[config.mk]
export PLATFORM = sky130hd
export DESIGN_NAME = demux_deser
export DESIGN_NICKNAME = d
export VERILOG_FILES = /design/src/rtl/demux_deser_pkg.sv /design/src/rtl/demux_deser.sv
export SDC_FILE = /design/constraint.sdc
export NUM_CORES = 1
export LEC_CHECK = 0
export ABC_AREA = 1
export BUFFER_PORTS_ARGS = -buffer_cell sky130_fd_sc_hd__buf_2
export CELL_PAD_IN_SITES_DETAIL_PLACEMENT = 0
export CELL_PAD_IN_SITES_GLOBAL_PLACEMENT = 1
export CORE_ASPECT_RATIO = 1.1
export CORE_MARGIN = 2
export CORE_UTILIZATION = 38
export CTS_CLUSTER_SIZE = 16
export DETAILED_ROUTE_END_ITERATION = 6
export GPL_TIMING_DRIVEN = 0
export HOLD_SLACK_MARGIN = 0.03
export PLACE_DENSITY = 0.87
export SYNTH_ARGS = -nofsm -noshare
export SYNTH_HDL_FRONTEND = slang
export SYNTH_SLANG_ARGS = --single-unit
[constraint.sdc]
create_clock -name clk -period 3.1 [get_ports clk]
set_clock_uncertainty 0.15 [all_clocks]
set_input_delay 0.155 -clock clk [delete_from_list [all_inputs] [get_ports clk]]
set_output_delay 0.155 -clock clk [all_outputs]
set_load 0.05 [all_outputs]
[src/rtl/demux_deser_pkg.sv]
// Shared definitions for the serial-to-parallel demultiplexer.
package demux_deser_pkg;

    // Word assembly state: FILL collects bits, HOLD presents a finished word.
    typedef enum logic {
        FILL = 1'b0,
        HOLD = 1'b1
    } demux_state_t;

endpackage : demux_deser_pkg

[src/rtl/demux_deser.sv]
// Serial-to-parallel demultiplexer: gathers bits LSB first into an N-bit word,
// closing the word when full or when flushed, with valid/ready handshakes on
// both sides and zero-bubble handover between consecutive words.
module demux_deser
    import demux_deser_pkg::*;
#(
    parameter int N   = 4,
    parameter int SEL = $clog2(N)
) (
    input  logic           clk,
    input  logic           rst_n,
    input  logic           demux_din,
    input  logic           demux_din_valid,
    output logic           demux_din_ready,
    input  logic           demux_flush,
    output logic [N-1:0]   demux_dout,
    output logic [SEL:0]   demux_dout_cnt,
    output logic           demux_dout_valid,
    input  logic           demux_dout_ready,
    output logic [SEL-1:0] demux_idx
);

    localparam logic [SEL-1:0] IDX_LAST = SEL'(N - 1);
    localparam logic [SEL-1:0] IDX_ONE  = SEL'(1);
    localparam logic [SEL-1:0] IDX_ZERO = '0;
    localparam logic [SEL:0]   CNT_FULL = (SEL + 1)'(N);
    localparam logic [SEL:0]   CNT_ONE  = (SEL + 1)'(1);

    demux_state_t   state_q;
    logic [N-1:0]   word_q;
    logic [SEL:0]   cnt_q;
    logic           valid_q;
    logic [SEL-1:0] idx_q;

    logic [N-1:0]   word_ins;
    logic           bit_xfer;
    logic           word_xfer;

    // Input is always open while filling; while holding, a bit may only enter
    // in the same cycle the held word leaves, so ready follows the consumer.
    assign demux_din_ready = (state_q == FILL) || demux_dout_ready;

    assign bit_xfer  = demux_din_valid && demux_din_ready;
    assign word_xfer = valid_q && demux_dout_ready;

    assign demux_dout       = word_q;
    assign demux_dout_cnt   = cnt_q;
    assign demux_dout_valid = valid_q;
    assign demux_idx        = idx_q;

    // Write decoder: current word with the incoming bit placed at idx_q.
    always_comb begin
        // NOTE: default assignment first so every path drives word_ins and no latch is inferred.
        word_ins = word_q;
        for (int i = 0; i < N; i++) begin
            if (idx_q == SEL'(i)) begin
                word_ins[i] = demux_din;
            end
        end
    end

    // Fill/hold state machine with registered word, count, valid and index.
    always_ff @(posedge clk) begin
        // NOTE: state updates use non-blocking assignments so every register samples pre-edge values.
        if (!rst_n) begin
            state_q <= FILL;
            word_q  <= '0;
            cnt_q   <= '0;
            valid_q <= 1'b0;
            idx_q   <= '0;
        end else begin
            case (state_q)
                FILL: begin
                    if (bit_xfer) begin
                        word_q <= word_ins;
                        if (idx_q == IDX_LAST) begin
                            // Last position written: word is complete.
                            state_q <= HOLD;
                            valid_q <= 1'b1;
                            cnt_q   <= CNT_FULL;
                            idx_q   <= IDX_ZERO;
                        end else if (demux_flush) begin
                            // Flush together with a bit: that bit is included.
                            state_q <= HOLD;
                            valid_q <= 1'b1;
                            cnt_q   <= {1'b0, idx_q} + CNT_ONE;
                            idx_q   <= IDX_ZERO;
                        end else begin
                            idx_q <= idx_q + IDX_ONE;
                        end
                    end else if (demux_flush && (idx_q != IDX_ZERO)) begin
                        // Flush of a partial word; upper positions are already zero.
                        state_q <= HOLD;
                        valid_q <= 1'b1;
                        cnt_q   <= {1'b0, idx_q};
                        idx_q   <= IDX_ZERO;
                    end
                end

                HOLD: begin
                    if (word_xfer) begin
                        state_q <= FILL;
                        valid_q <= 1'b0;
                        cnt_q   <= '0;
                        if (bit_xfer) begin
                            // Zero-bubble handover: the new bit starts the next word.
                            word_q <= N'(demux_din);
                            idx_q  <= IDX_ONE;
                        end else begin
                            word_q <= '0;
                            idx_q  <= IDX_ZERO;
                        end
                    end
                end

                default: begin
                    state_q <= FILL;
                end
            endcase
        end
    end

endmodule : demux_deser

==> flow_metrics.py, run 1 <==
metrics = {
    "outcome": {
        "outcome": "finished, final reports clean",
    },
    "power": {
        "pwr-share-clk_pct": 26.6,
        "p_sw_share_pct": 38.2,
        "p_per_area_nw_per_um2": 483,
        "seqPwrFrac_pct": 40.8,
        "pwr-share-comb_pct": 32.6,
        "intPower_uw": 239,
        "p_leak_nw": 0.384,
        "switchingPower_uw": 148,
        "ir_worst_vdd_mv": 0.186,
        "total_power_uw": 387,
    },
    "place": {
        "portBuffers": 15,
        "gp_congestion": 0.826,
        "hpwl_um": 1030,
    },
    "synthesis": {
        "synth-async-reset-ratio_pct": 0,
        "synthTopCellsByCount": "17 x nand2_1, 14 x nor2_1, 11 x dfxtp_1, 10 x a21oi_1, 9 x nand3_1",
        "ys.flop_type": "dfxtp_1",
        "syn_inst": 90,
        "yosysTopAreaCell": "dfxtp_1",
        "synthesis.nets": 100,
        "ys_types": 19,
        "synth_seq_cells": 11,
        "ys_warn_count": 0,
        "synth_area_leaders": "dfxtp_1 33%, nand2_1 9.7%, nor2_1 8.0%",
        "synth_edf_count": 0,
        "syn_area_um2": 658,
        "yosysMostFrequentCell": "nand2_1",
        "synth_seq_area_share_pct": 33.5,
        "syn_area_per_cell_um2": 7.31,
        "yosysTopAreaCellShare_pct": 33.5,
    },
    "critical_path": {
        "crit_path_start_kind": "flip-flop",
        "crit_required_ns": 3.12,
        "reg2reg_from": "demux_idx[0]",
        "startpoint": "demux_idx[0]",
        "worstPathMaxFanout": 8,
        "crit_type": "flip-flop to flip-flop",
        "critPathCaptureType": "flip-flop",
        "cp.arrival_ns": 1.65,
    },
    "timing": {
        "period_share_pct": 52.6,
        "fin_crit_ns": 1.63,
        "setup-violations-final": 0,
        "slew_headroom_pct": 80.6,
        "max_freq_mhz": 613,
        "final.setup.tns_ns": 0,
        "whs_ns": 0.0652,
        "rsz0062_at_grt": "no",
        "finalMaxSlewViolations": 0,
        "report.final.hold_viol_count": 0,
        "worst_pin_slew_ns": 0.290,
    },
    "drt": {
        "vias_per_cell": 4.91,
        "wirelength_met1_um": 664,
        "firstDrtPassIters": 4,
        "wl_met3_um": 67,
        "maxUsedRoutingLayer": "met4",
        "totalWireLength_um": 1380,
        "drtIter0Drc": 16,
        "avgRoutedWirePerCell_um": 10.8,
        "drtAntennaViolNets": 0,
        "dr_wl_met2_um": 599,
        "via_count": 629,
        "drc_errors": 0,
    },
    "floorplanning": {
        "rows": 15,
        "die_y_um": 47.6,
        "die_x_um": 43.7,
        "core_area_um2": 1600,
        "initial_core_util_pct": 41.3,
        "die_area_um2": 2080,
        "boundaryPins": 17,
    },
    "min_path": {
        "hold_start": "demux_din_valid",
        "hp-class": "input port to flip-flop",
    },
    "cts": {
        "numCtsBuffers": 3,
        "cts_resized": 0,
        "clk_pin_slew_ns": 0.08,
        "htreeDepth": 1,
        "cts_tree": "done",
        "cts_setup_buffers": 0,
        "cts_root_buffer": "clkbuf_4",
        "clk_latency_ns": 0.28,
        "cts_sinks": 11,
        "cts.path.max_buffers": 2,
    },
    "global_routing": {
        "grt_max_degree": 11,
        "grt_pass1_vias": 579,
        "antenna_found_initial": 0,
        "grt_remaining_overflow": 0,
        "grt_first_pass_wirelength_um": 2480,
        "grt.total_usage_pct": 16.7,
    },
    "layout": {
        "post-route-util_pct": 50.2,
        "drive_above_1_share_pct": 27.0,
        "fillers": 174,
        "nNetsFinal": 122,
        "n_antenna_cell": 0,
        "areaGrowthSynthToFinish_pct": 21.7,
    },
    "flow_run": {
        "maxCapViolations": 0,
    },
}
power groups by stage:
| stage | Clock (mW) | Sequential, mW | Combinational (mW) |
|---|---|---|---|
| final | 0.103 | 0.158 | 0.126 |
| after floorplan | 0 | 0.188 | 0.0711 |
| after global placement | 0 | 0.161 | 0.123 |
| after global routing | 0.110 | 0.159 | 0.139 |
| after detailed placement | 0 | 0.161 | 0.124 |
| after CTS | 0.107 | 0.158 | 0.126 |
layer usage:
metal  track usage [%]  up-vias
li1                  -      335
met1              19.9      273
met2              27.1       16
met3              3.40        5
met4              12.7        0
met5                 0        -
cell type report:
type | instances | area (um^2) | share of cell area [%]
multi-input combinational | 68 | 380 | 47.5
sequential | 11 | 220 | 27.5
timing repair buffer | 17 | 95.1 | 11.9
inverter | 9 | 38.8 | 4.84
clock buffer | 4 | 26.3 | 3.28
tap | 17 | 21.3 | 2.66
buffer | 2 | 18.8 | 2.34
final timing paths:
kind	to	cells after the start	slack, ns
setup / recovery	demux_idx[0]	10	1.47
setup reg to reg	demux_idx[0]	10	1.47
hold / removal	demux_dout_cnt[2]	3	0.07
hold reg to reg	demux_dout_cnt[0]	2	0.31
per-stage QoR:
stage | instance area (um^2) | setup slack [ns] | cells
6_report | 801 | 1.47 | 128
5_1_grt | 801 | 1.30 | 128
4_1_cts | 801 | 1.48 | 128
3_5_place_dp | 754 | 1.50 | 122
3_3_place_gp | 754 | 1.50 | 122
2_1_floorplan | 658 | 1.26 | 90
worst max-delay path, cell delays in order (launching register included):
cell	delay, ns
dfxtp_1	0.46
inv_1	0.10
ha_1	0.22
inv_1	0.05
nand2_1	0.09
nand2_1	0.11
nand2_1	0.10
inv_1	0.08
nand2_1	0.05
nor2_1	0.08
nor2_1	0.05
state kept, by name (all words and copies together) (netlist names):
signal,flops
demux_dout,4
demux_dout_cnt,3
demux_idx,2
demux_dout_valid,1
state_q,1
cells in the final DEF, fill, tap and decap left out:
master / netlist / final
nand2_4: 4 / 4
nand3_2: 1 / 1
nand3b_1: 1 / 1
inv_1: 6 / 6
inv_6: 1 / 1
buf_2: 0 / 15
nand3_1: 9 / 9
nand2_2: 1 / 1
dlygate4sd3_1: 0 / 2
nor2_1: 14 / 14
dfxtp_1: 11 / 11
a21oi_1: 10 / 10
o21ai_2: 1 / 1
inv_2: 1 / 1
a21oi_4: 1 / 1
buf_6: 1 / 1
clkinv_1: 1 / 1
clkbuf_4: 0 / 3
buf_4: 1 / 1
o21ai_0: 5 / 5
nand2_1: 17 / 17
ha_1: 4 / 4
clkbuf_1: 0 / 1
repair_timing:
action,CTS,global route
setup endpoints to repair,0,0
hold endpoints to repair,4,0
hold buffers,2,0
kinds of logic (layout without fill, tap and decap cells):
family,Yosys count,in the layout,synth area share [%]
buf+inv,11,32,8.74
compound gates,17,17,15.2
flops,11,11,33.5
fa+ha+maj,4,4,7.60
simple gates,47,47,35.0
Power figures use the tool's default switching activity.
==> run 2: changes to the inputs <==
Settings changed: CORE_UTILIZATION 38 to 32, PLACE_DENSITY 0.87 to 0.78.
Clock period 3.1 ns to 1.3 ns, I/O delays scaled along.
==> run 2 against run 1 <==
  * The flow now finishes with violations (negative setup slack)
  * Sequential cell count unchanged
  * Clock power up 140%
  * Routed wire length up 12%
  * Via count up 5.2%
  * Register-to-register slack worse by 1.5 ns
  * Critical path depth down 2
  * First-iteration DRC count down 44%
  * Cell count up 13%
  * Sequential share of layout area down 3.1 points
==> flow_metrics.py, run 2 (synthesized netlist as in run 1, its figures left out) <==
metrics = {
    "power": {
        "seqPwrFrac_pct": 38.5,
        "total_power_uw": 986,
        "intPower_uw": 604,
        "p_per_area_nw_per_um2": 1050,
        "pwr-share-clk_pct": 24.9,
        "switchingPower_uw": 383,
        "pwr-share-comb_pct": 36.6,
        "p_leak_nw": 0.423,
        "ir_worst_vdd_mv": 0.486,
        "p_sw_share_pct": 38.8,
    },
    "layout": {
        "multi_input_area_um2": 444,
        "n_antenna_cell": 0,
        "post-route-util_pct": 47.5,
        "areaGrowthSynthToFinish_pct": 42.8,
        "fillers": 209,
        "fin_cells": 144,
        "seq_area_um2": 229,
        "largest_register_ffs": 4,
        "nNetsFinal": 127,
        "drive_above_1_share_pct": 41.4,
        "final_common_cell": "nand2_1",
        "final_cell_mix": "14 x nand2_1, 13 x nor2_1, 13 x buf_2, 9 x a21oi_1",
    },
    "critical_path": {
        "crit_path_start_kind": "flip-flop",
        "path_cells": "inv_4 > ha_4 > inv_2 > nand2_4 > nand2_4 > nand3_2 > nand2_1 > a21oi_2",
        "critPathCaptureType": "flip-flop",
        "worstPathMaxFanout": 4,
        "critPathSlowestCell": "dfxtp_4",
        "crit_required_ns": 1.31,
        "crit_type": "flip-flop to flip-flop",
        "cp.depth": 8,
        "crit_top_cell": "nand2_4",
        "cp.buffers_inverters": 2,
        "rr_worst_depth": 8,
        "cpPeakStageDelay_ns": 0.39,
        "crit_family": "flip-flops",
        "cp.arrival_ns": 1.35,
    },
    "drt": {
        "via_count": 662,
        "drc_errors": 0,
        "vias_per_cell": 4.60,
        "drtAntennaViolNets": 0,
        "avgRoutedWirePerCell_um": 10.8,
        "drtIter0Drc": 9,
        "firstDrtPassIters": 3,
        "totalWireLength_um": 1550,
    },
    "cts": {
        "cts.path.max_buffers": 2,
        "clk_pin_slew_ns": 0.08,
        "htreeDepth": 1,
        "clk_latency_ns": 0.27,
        "cts_root_buffer": "clkbuf_4",
        "cts_tree": "done",
        "numCtsBuffers": 3,
        "cts_sinks": 11,
    },
    "timing": {
        "finalMaxSlewViolations": 0,
        "period_share_pct": 102,
        "final.setup.tns_ns": -0.0715,
        "slew_headroom_pct": 80.3,
        "rsz0062_at_grt": "yes",
        "setup-violations-final": 5,
        "worst_slack_ns": -0.0309,
        "worst_pin_slew_ns": 0.293,
        "max_freq_mhz": 751,
        "report.final.hold_viol_count": 0,
        "fin_crit_ns": 1.33,
    },
    "floorplanning": {
        "die_y_um": 51.6,
        "boundaryPins": 17,
        "die_area_um2": 2440,
        "initial_core_util_pct": 33.3,
        "core_area_um2": 1980,
        "rows": 17,
        "die_x_um": 47.2,
    },
    "outcome": {
        "violations": "negative setup slack",
        "outcome": "finished with violations",
    },
    "flow_run": {
        "maxCapViolations": 0,
    },
    "place": {
        "pre_cts_ws_ns": -0.125,
        "hpwl_um": 1110,
        "gp_congestion": 0.757,
        "dp.cells": 133,
        "portBuffers": 15,
    },
    "global_routing": {
        "grt_max_degree": 11,
        "grt_remaining_overflow": 0,
        "grt_first_pass_wirelength_um": 2590,
        "grt.total_usage_pct": 15.3,
        "antenna_found_initial": 0,
        "grt_pass1_vias": 600,
    },
    "min_path": {
        "hp-class": "input port to flip-flop",
        "min_path_cells": 5,
    },
}
## run 2: changes by cell type in the layout (fill, tap and decap cells not counted), moves of 3 or more
cell,change
buf_4,+4
dfxtp_1,-3
nand2_4,+3
nand2_1,-3
inv_1,-4
## run 2: tightest hold or removal path, delay by kind of cell
kind                   cells  cell delay (ns)
buffers and inverters      1             0.10
and+or+nand+nor            4             0.26
## run 2: final cells by class
type / count / share of cell area [%]
Multi-Input combinational cell: 68 / 47.3
Clock buffer: 4 / 2.80
Timing Repair Buffer: 22 / 15.2
Buffer: 2 / 2.00
Inverter: 9 / 4.66
Tap cell: 28 / 3.73
Sequential cell: 11 / 24.4
## run 2: worst paths after layout
path	startpoint	endpoint	slack (ns)
max	demux_idx[0]	demux_dout_cnt[0]	-0.03
min	demux_dout_ready	demux_idx[0]	0.04
max reg2reg	demux_idx[0]	demux_dout_cnt[0]	-0.03
min reg2reg	demux_dout_cnt[1]	demux_dout_cnt[1]	0.31
## run 2: per-layer routing
metal,track usage (%),wire length (um)
met2,23.0,728
met3,3.13,42
met1,19.4,748
met4,9.26,33
met5,0,0
## run 2: through the flow
| step | hold WS (ns) | instance area, um^2 |
|---|---|---|
| detailed placement | 0.174 | 802 |
| floorplan | 0.0471 | 692 |
| global placement | 0.175 | 802 |
| finish | 0.0422 | 940 |
| CTS | 0.0429 | 930 |
| global route | 0.0724 | 940 |
## run 2: power groups by stage
stage          sequential, mW  clock, mW  combinational [mW]
2_1_floorplan           0.453          0               0.181
3_3_place_gp            0.388          0               0.309
3_5_place_dp            0.390          0               0.311
4_1_cts                 0.380      0.255               0.353
5_1_grt                 0.382      0.276               0.397
6_report                0.379      0.246               0.361
## run 2: what timing repair did
| item | CTS | global route |
|---|---|---|
| hold buffers | 4 | 0 |
| pin swaps | 3 | 0 |
| resized for setup | 11 | 1 |
| hold endpoints to repair | 8 | 0 |
| endpoints found under the setup margin | 6 | 9 |
| setup buffers | 2 | 1 |
==> run 3: changes to the inputs <==
Settings changed: CORE_UTILIZATION 32 to 35, PLACE_DENSITY 0.78 to not set, PLACE_DENSITY_LB_ADDON set to 0.1.
Clock period 1.3 ns to 1.4 ns, I/O delays scaled along.
==> run 3 against run 2 <==
  * The flow now finishes without violations
  * Via count fell by 3.5%
  * Die area fell by 7.9%
  * Register-to-register slack improved by 0.11 ns
  * Sequential share of layout area rose by 0.77 points
  * Worst hold slack barely moved
==> flow_metrics.py, run 3 (synthesized netlist as in run 1, its figures left out) <==
metrics = {
    "outcome": {
        "outcome": "finished, final reports clean",
    },
    "cts": {
        "cts.path.max_buffers": 2,
        "cts_tree": "done",
        "cts_root_buffer": "clkbuf_4",
        "clk_pin_slew_ns": 0.07,
        "cts_sinks": 11,
        "htreeDepth": 1,
        "clk_latency_ns": 0.28,
        "numCtsBuffers": 3,
    },
    "drt": {
        "totalWireLength_um": 1530,
        "drtIter0Drc": 11,
        "drtAntennaViolNets": 0,
        "avgRoutedWirePerCell_um": 11.5,
        "via_count": 639,
        "vias_per_cell": 4.80,
        "firstDrtPassIters": 4,
        "drc_errors": 0,
    },
    "floorplanning": {
        "core_area_um2": 1780,
        "boundaryPins": 17,
        "initial_core_util_pct": 36.9,
        "die_x_um": 45.3,
        "die_area_um2": 2240,
        "die_y_um": 49.5,
        "rows": 16,
    },
    "critical_path": {
        "cp.depth": 10,
        "crit_path_end": "demux_idx[0]",
        "crit_family": "flip-flops",
        "critPathSlowestCell": "dfxtp_4",
        "startpoint": "demux_idx[0]",
        "worstPathMaxFanout": 4,
        "crit_required_ns": 1.42,
        "critPathCaptureType": "flip-flop",
        "cp.buffers_inverters": 3,
        "r2r_slack_ns": 0.08,
        "rr_worst_depth": 10,
        "cp.arrival_ns": 1.35,
        "crit_type": "flip-flop to flip-flop",
        "crit_path_start_kind": "flip-flop",
        "r2r_end": "demux_idx[0]",
        "path_cells": "inv_4 > ha_4 > inv_2 > nand2_4 > nand2_4 > nand2_2 > inv_2 > nand2_1 > nor2_1 > nor2_1",
        "cpPeakStageDelay_ns": 0.39,
        "reg2reg_from": "demux_idx[0]",
    },
    "timing": {
        "slew_headroom_pct": 79.8,
        "report.final.hold_viol_count": 0,
        "period_share_pct": 94.6,
        "max_freq_mhz": 755,
        "whs_ns": 0.0422,
        "worst_pin_slew_ns": 0.301,
        "fin_crit_ns": 1.32,
        "setup-violations-final": 0,
        "finalMaxSlewViolations": 0,
    },
    "layout": {
        "areaGrowthSynthToFinish_pct": 38.4,
        "largest_register_ffs": 4,
        "final_cell_mix": "15 x buf_2, 14 x nand2_1, 13 x nor2_1, 10 x a21oi_1",
        "n_antenna_cell": 0,
        "drive_above_1_share_pct": 40.0,
        "nNetsFinal": 126,
        "post-route-util_pct": 51.1,
        "fillers": 193,
        "final_common_cell": "buf_2",
    },
    "place": {
        "hpwl_um": 1080,
        "gp_congestion": 0.816,
        "portBuffers": 15,
    },
    "global_routing": {
        "grt_max_degree": 11,
        "grt.total_usage_pct": 16.5,
        "antenna_found_initial": 0,
        "grt_remaining_overflow": 0,
        "grt_pass1_vias": 609,
        "grt_first_pass_wirelength_um": 2690,
    },
    "min_path": {
        "hold_start": "demux_dout_ready",
        "hp-class": "input port to flip-flop",
    },
    "power": {
        "ir_worst_vdd_mv": 0.504,
        "p_leak_nw": 0.415,
        "p_per_area_nw_per_um2": 997,
    },
    "flow_run": {
        "maxCapViolations": 0,
    },
}
## run 3: timing repair
item,in CTS,in global routing
hold endpoints to repair,7,0
gates resized for setup,2,9
setup endpoints to repair,5,6
buffers inserted,2,0
hold buffers,4,0
pin swaps,2,4
## run 3: worst min path at each step
stage | endpoint | slack (ns) | cells after the start
global route | demux_idx[0] | 0.06 | 5
CTS | demux_idx[0] | 0.05 | 5
finish | demux_idx[0] | 0.04 | 5
floorplan | demux_idx[0] | 0.05 | 2
detailed placement | demux_idx[0] | 0.18 | 3
global placement | demux_idx[0] | 0.17 | 3
## run 3: worst min-delay path: cells and delay by family
kind          cells  cell delay [ns]
simple gates      4             0.25
buf+inv           1             0.10
## run 3: power breakdown
group | switching [mW] | internal, mW
sequential | 0.0166 | 0.334
combinational | 0.216 | 0.109
clock | 0.123 | 0.110
total | 0.355 | 0.553
## run 3: metrics by stage
step / setup WS, ns / instances / power [mW] / instance area (um^2) / setup TNS (ns)
3_5_place_dp: -0.00275 / 123 / 0.645 / 787 / -0.00275
6_report: 0.0751 / 133 / 0.908 / 911 / 0
3_3_place_gp: -0.0241 / 123 / 0.646 / 787 / -0.0573
2_1_floorplan: -0.00853 / 90 / 0.587 / 689 / -0.00853
4_1_cts: 0.0119 / 133 / 0.896 / 881 / 0
5_1_grt: -0.00928 / 133 / 0.986 / 911 / -0.0138
## run 3: routing by layer
layer  vias to the layer above  share of wire [%]  GRT usage [%]
met5                         -                  0              0
met4                         0                1.8           8.82
met3                         4                2.9           2.56
met2                        14                 46           24.0
met1                       277                 49           22.9
li1                        344                  -              -
## run 3: area by class of cell
type	instances	area [um^2]	area share, %
well taps	18	22.5	2.47
flip-flops and latches	11	229	25.1
multi-input cells	68	443	48.6
inverters	9	41.3	4.53
clock buffers	4	26.3	2.88
plain buffers	2	18.8	2.06
repair buffers	21	130	14.3
